File: src/rtl/riscv_issue_arb.sv
`default_nettype none
// +--------------------------------------------------------------------------+
// | riscv_issue_arb: two-requester round-robin issue arbiter with RAW         |
// | scoreboard, outstanding-ack tracking and IDLE/RUN/DRAIN control FSM.      |
// | Revision: 1.0                                                             |
// +--------------------------------------------------------------------------+
module riscv_issue_arb #(
    parameter int REG_WIDTH  = 5,
    parameter int OP_WIDTH   = 7,
    parameter int FIFO_DEPTH = 3
) (
    input  logic                 clk,
    input  logic                 reset_n,
    input  logic                 en,
    input  logic                 req0_valid,
    input  logic [REG_WIDTH-1:0] req0_rs0,
    input  logic [REG_WIDTH-1:0] req0_rs1,
    input  logic [REG_WIDTH-1:0] req0_rd,
    input  logic [OP_WIDTH-1:0]  req0_opcode,
    output logic                 req0_ready,
    input  logic                 req1_valid,
    input  logic [REG_WIDTH-1:0] req1_rs0,
    input  logic [REG_WIDTH-1:0] req1_rs1,
    input  logic [REG_WIDTH-1:0] req1_rd,
    input  logic [OP_WIDTH-1:0]  req1_opcode,
    output logic                 req1_ready,
    output logic                 iss_valid,
    output logic [REG_WIDTH-1:0] iss_rs0,
    output logic [REG_WIDTH-1:0] iss_rs1,
    output logic [REG_WIDTH-1:0] iss_rd,
    output logic [OP_WIDTH-1:0]  iss_opcode,
    input  logic                 ack,
    output logic [1:0]           state,
    output logic                 busy,
    output logic                 err_ack
);

    localparam int CNT_W = $clog2(FIFO_DEPTH + 2);

    typedef enum logic [1:0] {
        ST_IDLE  = 2'd0,
        ST_RUN   = 2'd1,
        ST_DRAIN = 2'd2
    } state_e;

    state_e               state_q, state_d;
    logic                 iss_valid_q, iss_valid_d;
    logic [REG_WIDTH-1:0] iss_rs0_q, iss_rs0_d;
    logic [REG_WIDTH-1:0] iss_rs1_q, iss_rs1_d;
    logic [REG_WIDTH-1:0] iss_rd_q, iss_rd_d;
    logic [OP_WIDTH-1:0]  iss_op_q, iss_op_d;
    logic [FIFO_DEPTH-1:0] shd_valid_q, shd_valid_d;
    logic [REG_WIDTH-1:0] shd_rd_q [FIFO_DEPTH];
    logic [REG_WIDTH-1:0] shd_rd_d [FIFO_DEPTH];
    logic [CNT_W-1:0]     outst_q, outst_d;
    logic                 err_q, err_d;
    logic                 last_q, last_d;

    logic w_haz0, w_haz1, w_elig0, w_elig1, w_sb_empty;

    // x0 is never a real destination, so it can never create a RAW hazard.
    function automatic logic hit(input logic [REG_WIDTH-1:0] rs,
                                 input logic [REG_WIDTH-1:0] rd,
                                 input logic                 v);
        return v && (rd != '0) && (rs == rd);
    endfunction

    always_comb begin
        w_haz0 = hit(req0_rs0, iss_rd_q, iss_valid_q) | hit(req0_rs1, iss_rd_q, iss_valid_q);
        w_haz1 = hit(req1_rs0, iss_rd_q, iss_valid_q) | hit(req1_rs1, iss_rd_q, iss_valid_q);
        for (int i = 0; i < FIFO_DEPTH; i++) begin
            w_haz0 = w_haz0 | hit(req0_rs0, shd_rd_q[i], shd_valid_q[i])
                            | hit(req0_rs1, shd_rd_q[i], shd_valid_q[i]);
            w_haz1 = w_haz1 | hit(req1_rs0, shd_rd_q[i], shd_valid_q[i])
                            | hit(req1_rs1, shd_rd_q[i], shd_valid_q[i]);
        end
    end

    assign w_elig0    = req0_valid & ~w_haz0;
    assign w_elig1    = req1_valid & ~w_haz1;
    assign w_sb_empty = ~iss_valid_q & ~(|shd_valid_q) & (outst_q == '0);

    // last_q==1 means req1 won most recently, so req0 takes the next tie.
    always_comb begin
        req0_ready = 1'b0;
        req1_ready = 1'b0;
        if (state_q == ST_RUN) begin
            if (w_elig0 && w_elig1) begin
                req0_ready = last_q;
                req1_ready = ~last_q;
            end else begin
                req0_ready = w_elig0;
                req1_ready = w_elig1;
            end
        end
    end

    always_comb begin
        last_d      = last_q;
        iss_valid_d = 1'b0;
        iss_rs0_d   = '0;
        iss_rs1_d   = '0;
        iss_rd_d    = '0;
        iss_op_d    = '0;
        if (req0_ready) begin
            last_d      = 1'b0;
            iss_valid_d = 1'b1;
            iss_rs0_d   = req0_rs0;
            iss_rs1_d   = req0_rs1;
            iss_rd_d    = req0_rd;
            iss_op_d    = req0_opcode;
        end else if (req1_ready) begin
            last_d      = 1'b1;
            iss_valid_d = 1'b1;
            iss_rs0_d   = req1_rs0;
            iss_rs1_d   = req1_rs1;
            iss_rd_d    = req1_rd;
            iss_op_d    = req1_opcode;
        end
    end

    always_comb begin
        shd_valid_d    = '0;
        shd_valid_d[0] = iss_valid_q;
        shd_rd_d[0]    = iss_rd_q;
        for (int i = 1; i < FIFO_DEPTH; i++) begin
            shd_valid_d[i] = shd_valid_q[i-1];
            shd_rd_d[i]    = shd_rd_q[i-1];
        end
    end

    // An ack with nothing outstanding and nothing entering is an error; count stays 0.
    always_comb begin
        outst_d = outst_q;
        err_d   = err_q;
        if (iss_valid_q && !ack) begin
            outst_d = outst_q + CNT_W'(1);
        end else if (!iss_valid_q && ack) begin
            if (outst_q == '0) begin
                err_d = 1'b1;
            end else begin
                outst_d = outst_q - CNT_W'(1);
            end
        end
    end

    always_comb begin
        state_d = state_q;
        case (state_q)
            ST_IDLE:  if (en)         state_d = ST_RUN;
            ST_RUN:   if (!en)        state_d = ST_DRAIN;
            ST_DRAIN: if (w_sb_empty) state_d = ST_IDLE;
            default:                  state_d = ST_IDLE;
        endcase
    end

    always_ff @(posedge clk or negedge reset_n) begin
        if (!reset_n) begin
            state_q     <= ST_IDLE;
            iss_valid_q <= 1'b0;
            iss_rs0_q   <= '0;
            iss_rs1_q   <= '0;
            iss_rd_q    <= '0;
            iss_op_q    <= '0;
            shd_valid_q <= '0;
            for (int i = 0; i < FIFO_DEPTH; i++) shd_rd_q[i] <= '0;
            outst_q     <= '0;
            err_q       <= 1'b0;
            last_q      <= 1'b1;
        end else begin
            state_q     <= state_d;
            iss_valid_q <= iss_valid_d;
            iss_rs0_q   <= iss_rs0_d;
            iss_rs1_q   <= iss_rs1_d;
            iss_rd_q    <= iss_rd_d;
            iss_op_q    <= iss_op_d;
            shd_valid_q <= shd_valid_d;
            for (int i = 0; i < FIFO_DEPTH; i++) shd_rd_q[i] <= shd_rd_d[i];
            outst_q     <= outst_d;
            err_q       <= err_d;
            last_q      <= last_d;
        end
    end

    assign iss_valid  = iss_valid_q;
    assign iss_rs0    = iss_rs0_q;
    assign iss_rs1    = iss_rs1_q;
    assign iss_rd     = iss_rd_q;
    assign iss_opcode = iss_op_q;
    assign state      = state_q;
    assign busy       = (state_q != ST_IDLE) | ~w_sb_empty;
    assign err_ack    = err_q;

endmodule
`default_nettype wire

File: config.mk
export PLATFORM = sky130hd
export DESIGN_NAME = riscv_issue_arb
export DESIGN_NICKNAME = d
export VERILOG_FILES = /design/src/rtl/riscv_issue_arb.sv
export SDC_FILE = /design/constraint.sdc
export NUM_CORES = 1
export LEC_CHECK = 0
export ABC_AREA = 1
export CELL_PAD_IN_SITES_DETAIL_PLACEMENT = 0
export CELL_PAD_IN_SITES_GLOBAL_PLACEMENT = 2
export CORE_ASPECT_RATIO = 0.75
export CORE_MARGIN = 1
export CORE_UTILIZATION = 27
export CTS_CLUSTER_SIZE = 8
export DETAILED_ROUTE_END_ITERATION = 7
export HOLD_SLACK_MARGIN = 0.06
export PLACE_DENSITY = 0.79
export SYNTH_ARGS = -nofsm -noshare
export SYNTH_HDL_FRONTEND = slang
export SYNTH_SLANG_ARGS = --single-unit
File: constraint.sdc
create_clock -name clk -period 2.2 [get_ports clk]
set_clock_uncertainty 0.1 [all_clocks]
set_input_delay 0.22 -clock clk [delete_from_list [all_inputs] [get_ports clk]]
set_output_delay 0.22 -clock clk [all_outputs]
set_load 0.03 [all_outputs]
==> Flow_metrics.wiki, run 1 <==
{| class="wikitable"
! Metric !! Value
|-
| Sum of overflow across all layers after global routing || 0
|-
| Wire length reported by the detailed router || about 11000 um
|-
| HPWL after detailed placement || between 8000 and 9000 um
|-
| Pwr dens || 870.1 nW/um2
|-
| Post-synthesis instance total || 482
|-
| Top area cells in the synthesized netlist || sky130_fd_sc_hd__dfrtp_1 (35%), sky130_fd_sc_hd__nand2_1 (20%), sky130_fd_sc_hd__nand3_1 (10%), sky130_fd_sc_hd__xnor2_1 (5.3%), sky130_fd_sc_hd__xor2_1 (5.0%)
|-
| Initial antenna violation count || 0
|-
| Crit path arrival time || 1.88 ns
|-
| Cell variety after synth || 26
|-
| Category of the worst setup path capture point || output port
|-
| Avg Cell Area, Syn || 6.874 um2
|-
| Global-route usage over all layers || 17.74%
|-
| Clk_lat worst skew || 0.29 ns
|-
| List of most frequent post-synthesis cells || sky130_fd_sc_hd__nand2_1 (180), sky130_fd_sc_hd__nand3_1 (68), sky130_fd_sc_hd__dfrtp_1 (47)
|-
| Router iterations before antenna repair || 5
|-
| Layout-stage area growth over the synthesis result || 45.32%
|-
| Run status || finished with violations
|-
| CP Max Fanout || 7
|-
| Normalized max-slew margin || 62.61%
|-
| Final core utilization || 40.86%
|-
| Nets@finish || 634
|-
| Clock-pin slew on the worst setup and hold paths || 0.07 ns
|-
| Synth Register Bits || 48
|-
| CTS sink cnt || 48
|-
| Area of the die || 12720 um2
|-
| Switching portion of total power || between 40 and 50%
|-
| Top achievable clock speed || around 450 MHz
|-
| Pin count of the biggest net entering global routing || 24
|-
| RD Place Congestion || 0.8219
|-
| Post-route setup TNS || -0.003028 ns
|-
| Sequential cell area fraction in the yosys report || 36.29%
|-
| Horizontal extent of the die || 129.9 um
|-
| Share of total power in combinational logic || 45.9%
|-
| Level count of the clock H-tree || 2
|-
| TritonCTS clock tree || done
|-
| Peak ir drop on the vdd network || 337.4 uV
|-
| Number of vias per cell after detailed routing || around 4.3
|-
| Most used flip-flop cell after synthesis || sky130_fd_sc_hd__dfrtp_1
|-
| Count of flip-flops with a built-in enable after synthesis || 0
|-
| Final Critical Period || 2.203 ns
|-
| Hold violation total from the final report || 0
|-
| Starting utilization of the core area || between 20 and 30%
|-
| Number of primary I/O pins || between 70 and 80
|-
| Actual transition at the worst max-transition pin || 0.5608 ns
|-
| Part of the power in registers || 33.0%
|-
| Via count of the first global-routing pass || about 3300
|-
| Number of diodes || 0
|-
| Post-route setup slack || -0.003028 ns
|-
| Largest area contributor in the synthesized netlist || sky130_fd_sc_hd__dfrtp_1
|-
| Count of endpoints failing setup in the final report || 1
|-
| Area fraction of the dominant cell type after synthesis || 35.50%
|-
| Total number of yosys warnings || 0
|-
| Final clock period utilization by the worst path || 100.1%
|-
| Unrepaired setup endpoints after global routing || yes
|-
| Internal Pwr Total || 2.487 mW
|-
| Placed instance area || 4342 um2
|-
| Dpl cells || between 700 and 800
|-
| Share of cells above drive strength 1 || ~23%
|-
| Layout Cell Area excl Fill || 4815 um2
|-
| Switching Power || 1.702 mW
|-
| Critical path startpoint category || flip-flop
|-
| TritonCTS Buffers || 5
|-
| Total count of max-transition violations in the final report || 0
|-
| Number of DRC violations after detailed routing || 0
|-
| Net count of the mapped netlist || 535
|-
| Static leakage || 2.461 nW
|-
| Post-synthesis instance area || 3313 um2
|-
| Input/output buffers || 78
|-
| Fill cell count || 1227
|-
| Non-filler cells, final || ~740
|-
| Crit path required time || around 1.9 ns
|-
| Kind of critical path || reg2out
|-
| Path type of the worst min-delay path || in2reg
|-
| Share of flip-flops with an asynchronous set or reset || 100.0%
|-
| Row Count || 34
|-
| Y dimension of the die || 97.94 um
|-
| Count leader, synth || sky130_fd_sc_hd__nand2_1
|-
| Clock group share of total power || a little over a fifth
|-
| Total via count in the routed design || ~3200
|-
| Drt wl/cell || 14.28 um
|-
| Clock root buffer master || sky130_fd_sc_hd__clkbuf_16
|-
| Number of buffers between clock root and the deepest sink || 2
|-
| Antenna violation net count after detailed routing || 0
|-
| Violations in the final reports || setup timing
|-
| Total core area || roughly 12000 um2
|-
| Global-route wire length before repair || 17200 um
|-
| Drt initial violations || 144
|-
| Max-capacitance violation count || 0
|}
sequential cells by signal, indices dropped and copies added (netlist names):
register     cells
shd_rd_d        10
iss_opcode       7
iss_rd           5
iss_rs0          5
iss_rs1          5
shd_rd_q         5
outst_q          3
shd_valid_q      3
state            2
err_ack          1
iss_valid        1
last_q           1
final cells by class:
type / count / area [um2] / area share, %
timing repair buffer: 125 / 1196 / 24.84
clock buffer: 6 / 128.9 / 2.677
multi-input combinational: 348 / 1824 / 37.89
inverter: 53 / 203.9 / 4.236
tap: 162 / 202.7 / 4.210
sequential: 48 / 1224 / 25.42
clock inverter: 2 / 35.03 / 0.7277
cell usage in the layout (no fill, tap or decap), drive strengths merged:
master,n
a31oi,1
xnor2,20
xor2,19
a21oi,5
o22ai,1
nand2,182
inv,53
dlygate4sd2,12
fa,1
nor2,40
a21o,1
ha,2
dlygate4sd3,1
clkinv,1
clkbuf,6
dfrtp,47
o21ai,1
clkdlybuf4s50,59
bufinv,1
nor3,4
dfstp,1
dlymetal6s2s,4
nand3,71
buf,49
power groups by stage:
stage / Sequential, mW / Clock [mW] / Combinational [mW]
6_report: 1.38 / 0.886 / 1.92
4_1_cts: 1.36 / 0.890 / 1.83
3_3_place_gp: 1.38 / 0 / 1.75
2_1_floorplan: 1.45 / 0 / 1.01
3_5_place_dp: 1.37 / 0 / 1.76
5_1_grt: 1.42 / 0.933 / 2.13
final timing paths:
kind	to	slack, ns	start	cells after the start
min in group asynchronous	state[0]$_DFFE_PN0P_	0.35	reset_n	2
worst max-delay path	req1_ready	-0.003	shd_rd_d[9]$_DFF_PN0_	11
max in group asynchronous	shd_rd_d[0]$_DFF_PN0_	0.99	reset_n	3
worst min register to register	shd_valid_q[1]$_DFF_PN0_	0.33	shd_valid_q[0]$_DFF_PN0_	0
worst min-delay path	iss_rs0[2]$_DFF_PN0_	0.23	req1_rs0[2]	4
worst max register to register	iss_rs1[4]$_DFF_PN0_	0.15	iss_rd[0]$_DFF_PN0_	11
per-layer routing:
layer	wire length [um]	vias up	share of wire, %	GRT usage (%)
met3	558	4	5.3	3.945
li1	-	1658	-	-
met1	5600	1439	53	26.71
met5	0	-	0	0
met4	50	0	0.47	3.131
met2	4416	72	42	25.83
logic make-up after synthesis:
| group | after synthesis | synth area share [%] |
|---|---|---|
| compound gates | 9 | 1.624 |
| xor+xnor | 39 | 10.31 |
| fa+ha+maj | 3 | 1.359 |
| buf+inv | 86 | 12.50 |
| flops | 48 | 36.29 |
| simple gates | 297 | 37.92 |
per-stage QoR:
| step | power, mW | worst slack [ns] | hold slack (ns) |
|---|---|---|---|
| 6_report | 4.189 | -0.003028 | 0.2349 |
| 5_1_grt | 4.481 | -0.1142 | 0.2711 |
| 4_1_cts | 4.081 | -0.004482 | 0.3135 |
| 3_5_place_dp | 3.133 | -0.3230 | 0.1459 |
| 3_3_place_gp | 3.128 | -0.3115 | 0.1389 |
| 2_1_floorplan | 2.465 | 0.1502 | -0.1756 |
timing repair:
action,in CTS,in global routing
pin swaps,8,14
hold buffers,1,0
hold endpoints to repair,20,0
endpoints found under the setup margin,22,25
resized for setup,38,49
setup buffers,6,9
worst max-delay path: stages, from the launching register on:
cell and delay, ns:
sky130_fd_sc_hd__dfrtp_2 0.47, sky130_fd_sc_hd__inv_2 0.07, sky130_fd_sc_hd__nand2_1 0.06, sky130_fd_sc_hd__nand2_1 0.05
sky130_fd_sc_hd__nor2_1 0.19, sky130_fd_sc_hd__nand3_1 0.12, sky130_fd_sc_hd__a21oi_2 0.21, sky130_fd_sc_hd__nor2_4 0.06
sky130_fd_sc_hd__nand3_2 0.10, sky130_fd_sc_hd__nand2_2 0.07, sky130_fd_sc_hd__inv_1 0.07, sky130_fd_sc_hd__buf_6 0.12
No activity file was read; power rests on OpenSTA's default activity.
==> inputs of run 2 (changes only) <==
--- a/config.mk
+++ b/config.mk
@@ -14,7 +14,7 @@
 export CTS_CLUSTER_SIZE = 8
 export DETAILED_ROUTE_END_ITERATION = 7
 export HOLD_SLACK_MARGIN = 0.06
-export PLACE_DENSITY = 0.79
+export PLACE_DENSITY = 0.8
 export SYNTH_ARGS = -nofsm -noshare
 export SYNTH_HDL_FRONTEND = slang
 export SYNTH_SLANG_ARGS = --single-unit
==> run 2 against run 1 <==
Against the previous run: the flow still finishes with violations (setup timing); utilization shrank 0.56 points; register-to-register slack lost 0.09 ns; flip-flop and latch count is the same; first-iteration DRC count shrank 13%; largest cell class unchanged; cell count grew 0.67%.
==> Flow_metrics.wiki, run 2 (same netlist as run 1, synthesis figures left out) <==
{| class="wikitable"
! Metric !! Value
|-
| Top achievable clock speed || 447.6 MHz (was 453.9 MHz)
|-
| Final clock period utilization by the worst path || 101.5% (was 100.1%)
|-
| Clock-pin slew on the worst setup and hold paths || 0.07 ns (about the same)
|-
| Y dimension of the die || 97.94 um (unchanged)
|-
| Global-route wire length before repair || 16890 um (was 17200 um)
|-
| Crit path required time || 1.88 ns (about the same)
|-
| HPWL after detailed placement || 8105 um (was 8164 um)
|-
| Level count of the clock H-tree || 2 (unchanged)
|-
| RD Place Congestion || 0.8586 (was 0.8219)
|-
| Wire length reported by the detailed router || 10550 um (was 10630 um)
|-
| Combined area of the multi-input logic cells || 1762 um2 (was 1824 um2)
|-
| Startpoint of the lowest-slack hold path || shd_valid_q[1]$_DFF_PN0_ (was req1_rs0[2])
|-
| Initial antenna violation count || 0 (unchanged)
|-
| Number of flip-flops under the largest register name || 10 (unchanged)
|-
| Post-route setup slack || -0.03409 ns (was -0.003028 ns)
|-
| Placed instance area || 4339 um2 (was 4342 um2)
|-
| Unrepaired setup endpoints after global routing || yes (unchanged)
|-
| TritonCTS Buffers || 5 (unchanged)
|-
| Area of the die || 12720 um2 (unchanged)
|-
| Hold violation total from the final report || 0 (unchanged)
|-
| Drt initial violations || 126 (was 144)
|-
| Number of buffers between clock root and the deepest sink || 2 (unchanged)
|-
| Router iterations before antenna repair || 4 (was 5)
|-
| Launching instance or port of the critical path || shd_rd_q[0]$_DFF_PN0_ (was shd_rd_d[9]$_DFF_PN0_)
|-
| Number of vias per cell after detailed routing || 4.327 (was 4.265)
|-
| Max-capacitance violation count || 0 (unchanged)
|-
| Path type of the worst min-delay path || reg2reg (was in2reg)
|-
| Worst Hold Margin || 0.3114 ns (was 0.2349 ns)
|-
| Global-route usage over all layers || 17.53% (was 17.74%)
|-
| Static leakage || 2.436 nW (was 2.461 nW)
|-
| Worst hold path depth || 0 (was 4)
|-
| Clock root buffer master || sky130_fd_sc_hd__clkbuf_16 (unchanged)
|-
| Total via count in the routed design || 3241 (was 3173)
|-
| Normalized max-slew margin || 56.21% (was 62.61%)
|-
| Violations in the final reports || setup timing (unchanged)
|-
| Number of DRC violations after detailed routing || 0 (unchanged)
|-
| Sum of overflow across all layers after global routing || 0 (unchanged)
|-
| Length in cells of the worst reg-to-reg path || 14 (was 11)
|-
| Share of cells above drive strength 1 || 19.76% (was 23.20%)
|-
| Row Count || 34 (unchanged)
|-
| Count of endpoints failing setup in the final report || 2 (was 1)
|-
| TritonCTS clock tree || done (unchanged)
|-
| Run status || finished with violations (unchanged)
|-
| Number of primary I/O pins || 79 (unchanged)
|-
| Critical register-to-register path startpoint || shd_rd_d[9]$_DFF_PN0_ (was iss_rd[0]$_DFF_PN0_)
|-
| Crit path arrival time || 1.91 ns (was 1.88 ns)
|-
| Antenna violation net count after detailed routing || 0 (unchanged)
|-
| Total count of max-transition violations in the final report || 0 (unchanged)
|-
| Clk_lat worst skew || 0.29 ns (about the same)
|-
| Peak ir drop on the vdd network || 339.1 uV (was 337.4 uV)
|-
| Layout Cell Area excl Fill || 4748 um2 (was 4815 um2)
|-
| Total core area || 11780 um2 (unchanged)
|-
| Nets@finish || 639 (was 634)
|-
| Via count of the first global-routing pass || 3226 (was 3260)
|-
| Kind of critical path || reg2out (unchanged)
|-
| Final Critical Period || 2.234 ns (was 2.203 ns)
|-
| Actual transition at the worst max-transition pin || 0.6568 ns (was 0.5608 ns)
|-
| Pin count of the biggest net entering global routing || 49 (was 24)
|-
| Reg area || 1222 um2 (was 1224 um2)
|-
| Horizontal extent of the die || 129.9 um (unchanged)
|-
| Input/output buffers || 78 (unchanged)
|-
| CP Max Fanout || 5 (was 7)
|-
| Pwr dens || 881.5 nW/um2 (was 870.1 nW/um2)
|-
| Most frequent standard cell in the layout excluding fill and tap cells || sky130_fd_sc_hd__nand2_1 (unchanged)
|-
| Starting utilization of the core area || 28.12% (unchanged)
|-
| Critical path startpoint category || flip-flop (unchanged)
|-
| Drt wl/cell || 14.09 um (was 14.28 um)
|-
| Total Power Consumption || 4.186 mW (was 4.189 mW)
|-
| Final core utilization || 40.30% (was 40.86%)
|-
| Leading cell types in the layout, fill and taps excluded || sky130_fd_sc_hd__nand2_1 (179), sky130_fd_sc_hd__nand3_1 (66), sky130_fd_sc_hd__clkdlybuf4s50_1 (62), sky130_fd_sc_hd__buf_4 (47), sky130_fd_sc_hd__inv_1 (39) (was sky130_fd_sc_hd__nand2_1 (169), sky130_fd_sc_hd__nand3_1 (60), sky130_fd_sc_hd__clkdlybuf4s50_1 (59), sky130_fd_sc_hd__inv_1 (35), sky130_fd_sc_hd__buf_4 (35))
|-
| Non-filler cells, final || 749 (was 744)
|-
| Number of diodes || 0 (unchanged)
|-
| Dpl cells || 723 (was 720)
|-
| Layout-stage area growth over the synthesis result || 43.32% (was 45.32%)
|-
| Category of the worst setup path capture point || output port (unchanged)
|-
| CTS sink cnt || 48 (unchanged)
|-
| Fill cell count || 1222 (was 1227)
|}
-- run 2: changes by cell type in the layout (fill, tap and decap cells not counted), sizes merged --
cell / change
buf: +4
nor2: +1
clkdlybuf4s50: +3
dlymetal6s2s: -4
dlygate4sd2: +1
-- run 2: final timing paths --
path	endpoint	slack (ns)
worst min register to register	shd_valid_q[2]$_DFF_PN0_	0.31
min in group asynchronous	outst_q[1]$_DFFE_PN0P_	0.48
worst max register to register	iss_rd[2]$_DFF_PN0_	0.06
worst max-delay path	req1_ready	-0.03
max in group asynchronous	shd_rd_q[1]$_DFF_PN0_	1.02
worst min-delay path	shd_valid_q[2]$_DFF_PN0_	0.31
-- run 2: layout make-up --
type	instances	area share, %
well taps	162	4.269
flip-flops and latches	48	25.74
clock inverters	2	0.8169
clock buffers	6	2.925
multi-input cells	349	37.10
repair buffers	129	24.95
inverters	53	4.190
-- run 2: report_power, final --
group          switching (mW)  internal [mW]  total (mW)  leakage, nW
clock                   0.355          0.570       0.925       0.0871
combinational            1.07          0.829        1.89         1.74
sequential              0.251           1.11        1.37        0.610
-- run 2: what timing repair did --
action                                 CTS  global route
hold buffers                             1             0
gates cloned                             0             1
setup endpoints to repair                5            24
pin swaps                                6            10
buffers inserted                         7             9
resized for setup                       35            14
endpoints found under the hold margin   47             0
-- run 2: stage by stage --
step / setup slack, ns / setup TNS, ns
finish: -0.03409 / -0.06378
global route: -0.1511 / -1.434
CTS: -0.04740 / -0.07718
detailed placement: -0.2938 / -6.697
global placement: -0.2910 / -6.761
floorplan: 0.1502 / 0
-- run 2: critical path: stages, from the launching register on --
cell and delay, ns:
sky130_fd_sc_hd__dfrtp_2 0.44, sky130_fd_sc_hd__buf_4 0.15, sky130_fd_sc_hd__xor2_1 0.13, sky130_fd_sc_hd__nor2_1 0.18, sky130_fd_sc_hd__nand3_1 0.09, sky130_fd_sc_hd__nand2_1 0.07
sky130_fd_sc_hd__nand2_1 0.06, sky130_fd_sc_hd__nand2_1 0.09, sky130_fd_sc_hd__inv_2 0.06, sky130_fd_sc_hd__nand3_2 0.10, sky130_fd_sc_hd__nand2_2 0.08, sky130_fd_sc_hd__inv_2 0.05
sky130_fd_sc_hd__buf_6 0.12
-- run 2: routing by layer --
layer	vias to the layer above	global-route usage, %	routed length (um)	part of all wire (%)
li1	1669	-	-	-
met1	1487	24.96	5274	50
met2	78	26.49	4520	43
met3	7	4.658	663	6.3
met4	0	3.488	94	0.89
met5	-	0	0	0
==> inputs of run 3 (changes only) <==
--- a/config.mk
+++ b/config.mk
@@ -9,7 +9,7 @@
 export CELL_PAD_IN_SITES_DETAIL_PLACEMENT = 0
 export CELL_PAD_IN_SITES_GLOBAL_PLACEMENT = 2
 export CORE_ASPECT_RATIO = 0.75
-export CORE_MARGIN = 1
+export CORE_MARGIN = 3
 export CORE_UTILIZATION = 27
 export CTS_CLUSTER_SIZE = 8
 export DETAILED_ROUTE_END_ITERATION = 7
==> run 3 against run 2 <==
Against the previous run: the run still ends with setup timing left; sequential share of layout area is 0.13 points lower; register-to-register slack hardly changed; sequential power hardly changed; power is 3.2% lower; global-route usage is 1.8 points lower; clock-buffer cell count stayed put; die area is 7.3% higher; cell area is 0.71% higher; flip-flop and latch count stayed put; combinational power hardly changed; via count is 0.12% higher; critical path type unchanged.
==> Flow_metrics.wiki, run 3 (same netlist as run 1, synthesis figures left out) <==
{| class="wikitable"
! Metric !! Value
|-
| TritonCTS Buffers || 5 (unchanged)
|-
| Global-route wire length before repair || 16830 um (was 16890 um)
|-
| Wire length reported by the detailed router || 10610 um (was 10550 um)
|-
| Nets@finish || 643 (was 639)
|-
| Max-capacitance violation count || 0 (unchanged)
|-
| Internal Pwr Total || 2.391 mW (was 2.514 mW)
|-
| Share of total power in combinational logic || 46.3% (was 45.3%)
|-
| Actual transition at the worst max-transition pin || 0.5586 ns (was 0.6568 ns)
|-
| CP Max Fanout || 6 (was 5)
|-
| Sum of overflow across all layers after global routing || 0 (unchanged)
|-
| Critical register-to-register path startpoint || shd_rd_d[7]$_DFF_PN0_ (was shd_rd_d[9]$_DFF_PN0_)
|-
| Endpoint of the worst-slack reg-to-reg timing path || iss_rs1[2]$_DFF_PN0_ (was iss_rd[2]$_DFF_PN0_)
|-
| Total via count in the routed design || 3245 (was 3241)
|-
| Static leakage || 2.446 nW (was 2.436 nW)
|-
| Post-route setup slack || -0.006522 ns (was -0.03409 ns)
|-
| Drt wl/cell || 14.10 um (was 14.09 um)
|-
| Pin count of the biggest net entering global routing || 24 (was 49)
|-
| Fill cell count || 1256 (was 1222)
|-
| Part of the power in registers || 34.1% (was 32.6%)
|-
| Max incr delay on CP || 0.46 ns (was 0.44 ns)
|-
| Run status || finished with violations (unchanged)
|-
| Total count of max-transition violations in the final report || 0 (unchanged)
|-
| Unrepaired setup endpoints after global routing || yes (unchanged)
|-
| Clock-pin slew on the worst setup and hold paths || 0.07 ns (about the same)
|-
| Number of vias per cell after detailed routing || 4.309 (was 4.327)
|-
| Final clock period utilization by the worst path || 100.3% (was 101.5%)
|-
| Most frequent standard cell in the layout excluding fill and tap cells || sky130_fd_sc_hd__nand2_1 (unchanged)
|-
| Category of the worst setup path capture point || output port (unchanged)
|-
| Violations in the final reports || setup timing (unchanged)
|-
| Final Critical Period || 2.207 ns (was 2.234 ns)
|-
| Global-route usage over all layers || 15.69% (was 17.53%)
|-
| Startpoint of the lowest-slack hold path || req1_rs0[0] (was shd_valid_q[1]$_DFF_PN0_)
|-
| Crit path required time || 1.88 ns (about the same)
|-
| Crit path arrival time || 1.89 ns (was 1.91 ns)
|-
| Y dimension of the die || 101.9 um (was 97.94 um)
|-
| Worst-path cell chain || nor3_2 -> nand3_1 -> nand2_2 -> a21oi_2 -> nor2_4 -> nand3_2 -> a31oi_1 -> buf_4 (was buf_4 -> xor2_1 -> nor2_1 -> nand3_1 -> nand2_1 -> nand2_1 -> nand2_1 -> inv_2 -> nand3_2 -> nand2_2 -> inv_2 -> buf_6)
|-
| Critical path startpoint category || flip-flop (unchanged)
|-
| CTS sink cnt || 48 (unchanged)
|-
| Placed instance area || 4362 um2 (was 4339 um2)
|-
| CP max stage cell || sky130_fd_sc_hd__dfrtp_2 (unchanged)
|-
| Worst hold path depth || 4 (was 0)
|-
| Min-Delay Endpoint || iss_rs0[0]$_DFF_PN0_ (was shd_valid_q[2]$_DFF_PN0_)
|-
| Share of cells above drive strength 1 || 23.18% (was 19.76%)
|-
| Pwr dens || 847.6 nW/um2 (was 881.5 nW/um2)
|-
| Starting utilization of the core area || 28.12% (unchanged)
|-
| Area of the die || 13650 um2 (was 12720 um2)
|-
| Number of diodes || 0 (unchanged)
|-
| Final core utilization || 40.58% (was 40.30%)
|-
| Combined area of the multi-input logic cells || 1775 um2 (was 1762 um2)
|-
| Horizontal extent of the die || 133.9 um (was 129.9 um)
|-
| HPWL after detailed placement || 8444 um (was 8105 um)
|-
| Kind of critical path || reg2out (unchanged)
|-
| Switching portion of total power || 41.01% (was 39.94%)
|-
| Layout Cell Area excl Fill || 4782 um2 (was 4748 um2)
|-
| Input/output buffers || 78 (unchanged)
|-
| Clock root buffer master || sky130_fd_sc_hd__clkbuf_16 (unchanged)
|-
| Setup slack of the most critical reg-to-reg path || 0.05 ns (was 0.06 ns)
|-
| Clk_lat worst skew || 0.28 ns (was 0.29 ns)
|-
| Peak ir drop on the vdd network || 470.9 uV (was 339.1 uV)
|-
| Number of primary I/O pins || 79 (unchanged)
|-
| Top achievable clock speed || 453.2 MHz (was 447.6 MHz)
|-
| Layout-stage area growth over the synthesis result || 44.34% (was 43.32%)
|-
| Post-route setup TNS || -0.006522 ns (was -0.06378 ns)
|-
| Router iterations before antenna repair || 4 (unchanged)
|-
| Antenna violation net count after detailed routing || 0 (unchanged)
|-
| Hold violation total from the final report || 0 (unchanged)
|-
| Drt initial violations || 162 (was 126)
|-
| RD Place Congestion || 0.8130 (was 0.8586)
|-
| Leading cell types in the layout, fill and taps excluded || sky130_fd_sc_hd__nand2_1 (168), sky130_fd_sc_hd__nand3_1 (66), sky130_fd_sc_hd__clkdlybuf4s50_1 (62), sky130_fd_sc_hd__buf_4 (49), sky130_fd_sc_hd__inv_1 (35) (was sky130_fd_sc_hd__nand2_1 (179), sky130_fd_sc_hd__nand3_1 (66), sky130_fd_sc_hd__clkdlybuf4s50_1 (62), sky130_fd_sc_hd__buf_4 (47), sky130_fd_sc_hd__inv_1 (39))
|-
| Number of buffers between clock root and the deepest sink || 2 (unchanged)
|-
| Level count of the clock H-tree || 2 (unchanged)
|-
| Via count of the first global-routing pass || 3126 (was 3226)
|-
| Number of flip-flops under the largest register name || 10 (unchanged)
|-
| Length in cells of the worst reg-to-reg path || 10 (was 14)
|-
| Setup WS pre-CTS || -0.2823 ns (was -0.2938 ns)
|-
| Number of DRC violations after detailed routing || 0 (unchanged)
|-
| Initial antenna violation count || 0 (unchanged)
|-
| Path type of the worst min-delay path || in2reg (was reg2reg)
|-
| TritonCTS clock tree || done (unchanged)
|-
| Clock group share of total power || 19.7% (was 22.1%)
|-
| Normalized max-slew margin || 62.76% (was 56.21%)
|-
| Count of endpoints failing setup in the final report || 1 (was 2)
|-
| Switching Power || 1.662 mW (was 1.672 mW)
|-
| Reg area || 1225 um2 (was 1222 um2)
|-
| Total core area || 11780 um2 (unchanged)
|-
| Row Count || 34 (unchanged)
|}
## run 3: changes by cell type in the layout (fill, tap and decap cells not counted), sizes merged
cell,previous run,this run
bufinv,1,0
inv,53,54
buf,53,58
dlymetal6s2s,0,1
dlygate4sd2,13,12
nor2,41,40
## run 3: worst max path at each step
stage,cells past startpoint,from,to
final,8,shd_rd_d[7]$_DFF_PN0_,req0_ready
after global routing,8,shd_rd_d[9]$_DFF_PN0_,req0_ready
after CTS,9,iss_rd[3]$_DFF_PN0_,req0_ready
after detailed placement,11,req0_rs0[3],iss_rs1[2]$_DFF_PN0_
after global placement,15,req1_rs1[3],iss_rd[2]$_DFF_PN0_
after floorplan,10,iss_rd[2]$_DFF_PN0_,req0_ready
## run 3: per-stage QoR
step / hold slack, ns / std cells / total power, mW
2_1_floorplan: -0.1756 / 482 / 2.465
3_3_place_gp: 0.1455 / 726 / 3.119
3_5_place_dp: 0.1479 / 726 / 3.125
4_1_cts: 0.3182 / 744 / 4.018
5_1_grt: 0.2631 / 753 / 4.344
6_report: 0.2431 / 753 / 4.053
## run 3: power groups by stage
stage	Combinational, mW	Sequential, mW	Clock (mW)
finish	1.87	1.38	0.798
global route	2.07	1.42	0.856
CTS	1.82	1.38	0.821
detailed placement	1.75	1.38	0
global placement	1.74	1.38	0
floorplan	1.01	1.45	0
## run 3: area by class of cell
type,count,share of cell area (%)
multi-input combinational,348,37.13
timing repair buffer,134,25.51
tap,162,4.239
inverter,53,4.317
clock buffer,6,2.904
clock inverter,2,0.2878
sequential,48,25.61
## run 3: metal layers
metal,global-route usage [%],vias to the layer above,share of wire (%)
li1,-,1676,-
met1,22.98,1494,49
met2,24.21,73,44
met3,3.839,2,6.9
met4,1.897,0,0.22
met5,0,-,0
## run 3: repair_timing
action / in CTS / in global routing
hold buffers: 1 / 0
gates resized for setup: 40 / 32
endpoints found under the hold margin: 20 / 0
buffers inserted: 9 / 9
endpoints found under the setup margin: 3 / 26
pin swaps: 8 / 22
## run 3: critical path, delay by kind of cell, from the launching register on
| family | cells | cell delay (ns) |
|---|---|---|
| and+or+nand+nor | 5 | 0.71 |
| buffers and inverters | 1 | 0.19 |
| AOI/OAI and AO/OA | 2 | 0.24 |
| DFF | 1 | 0.46 |
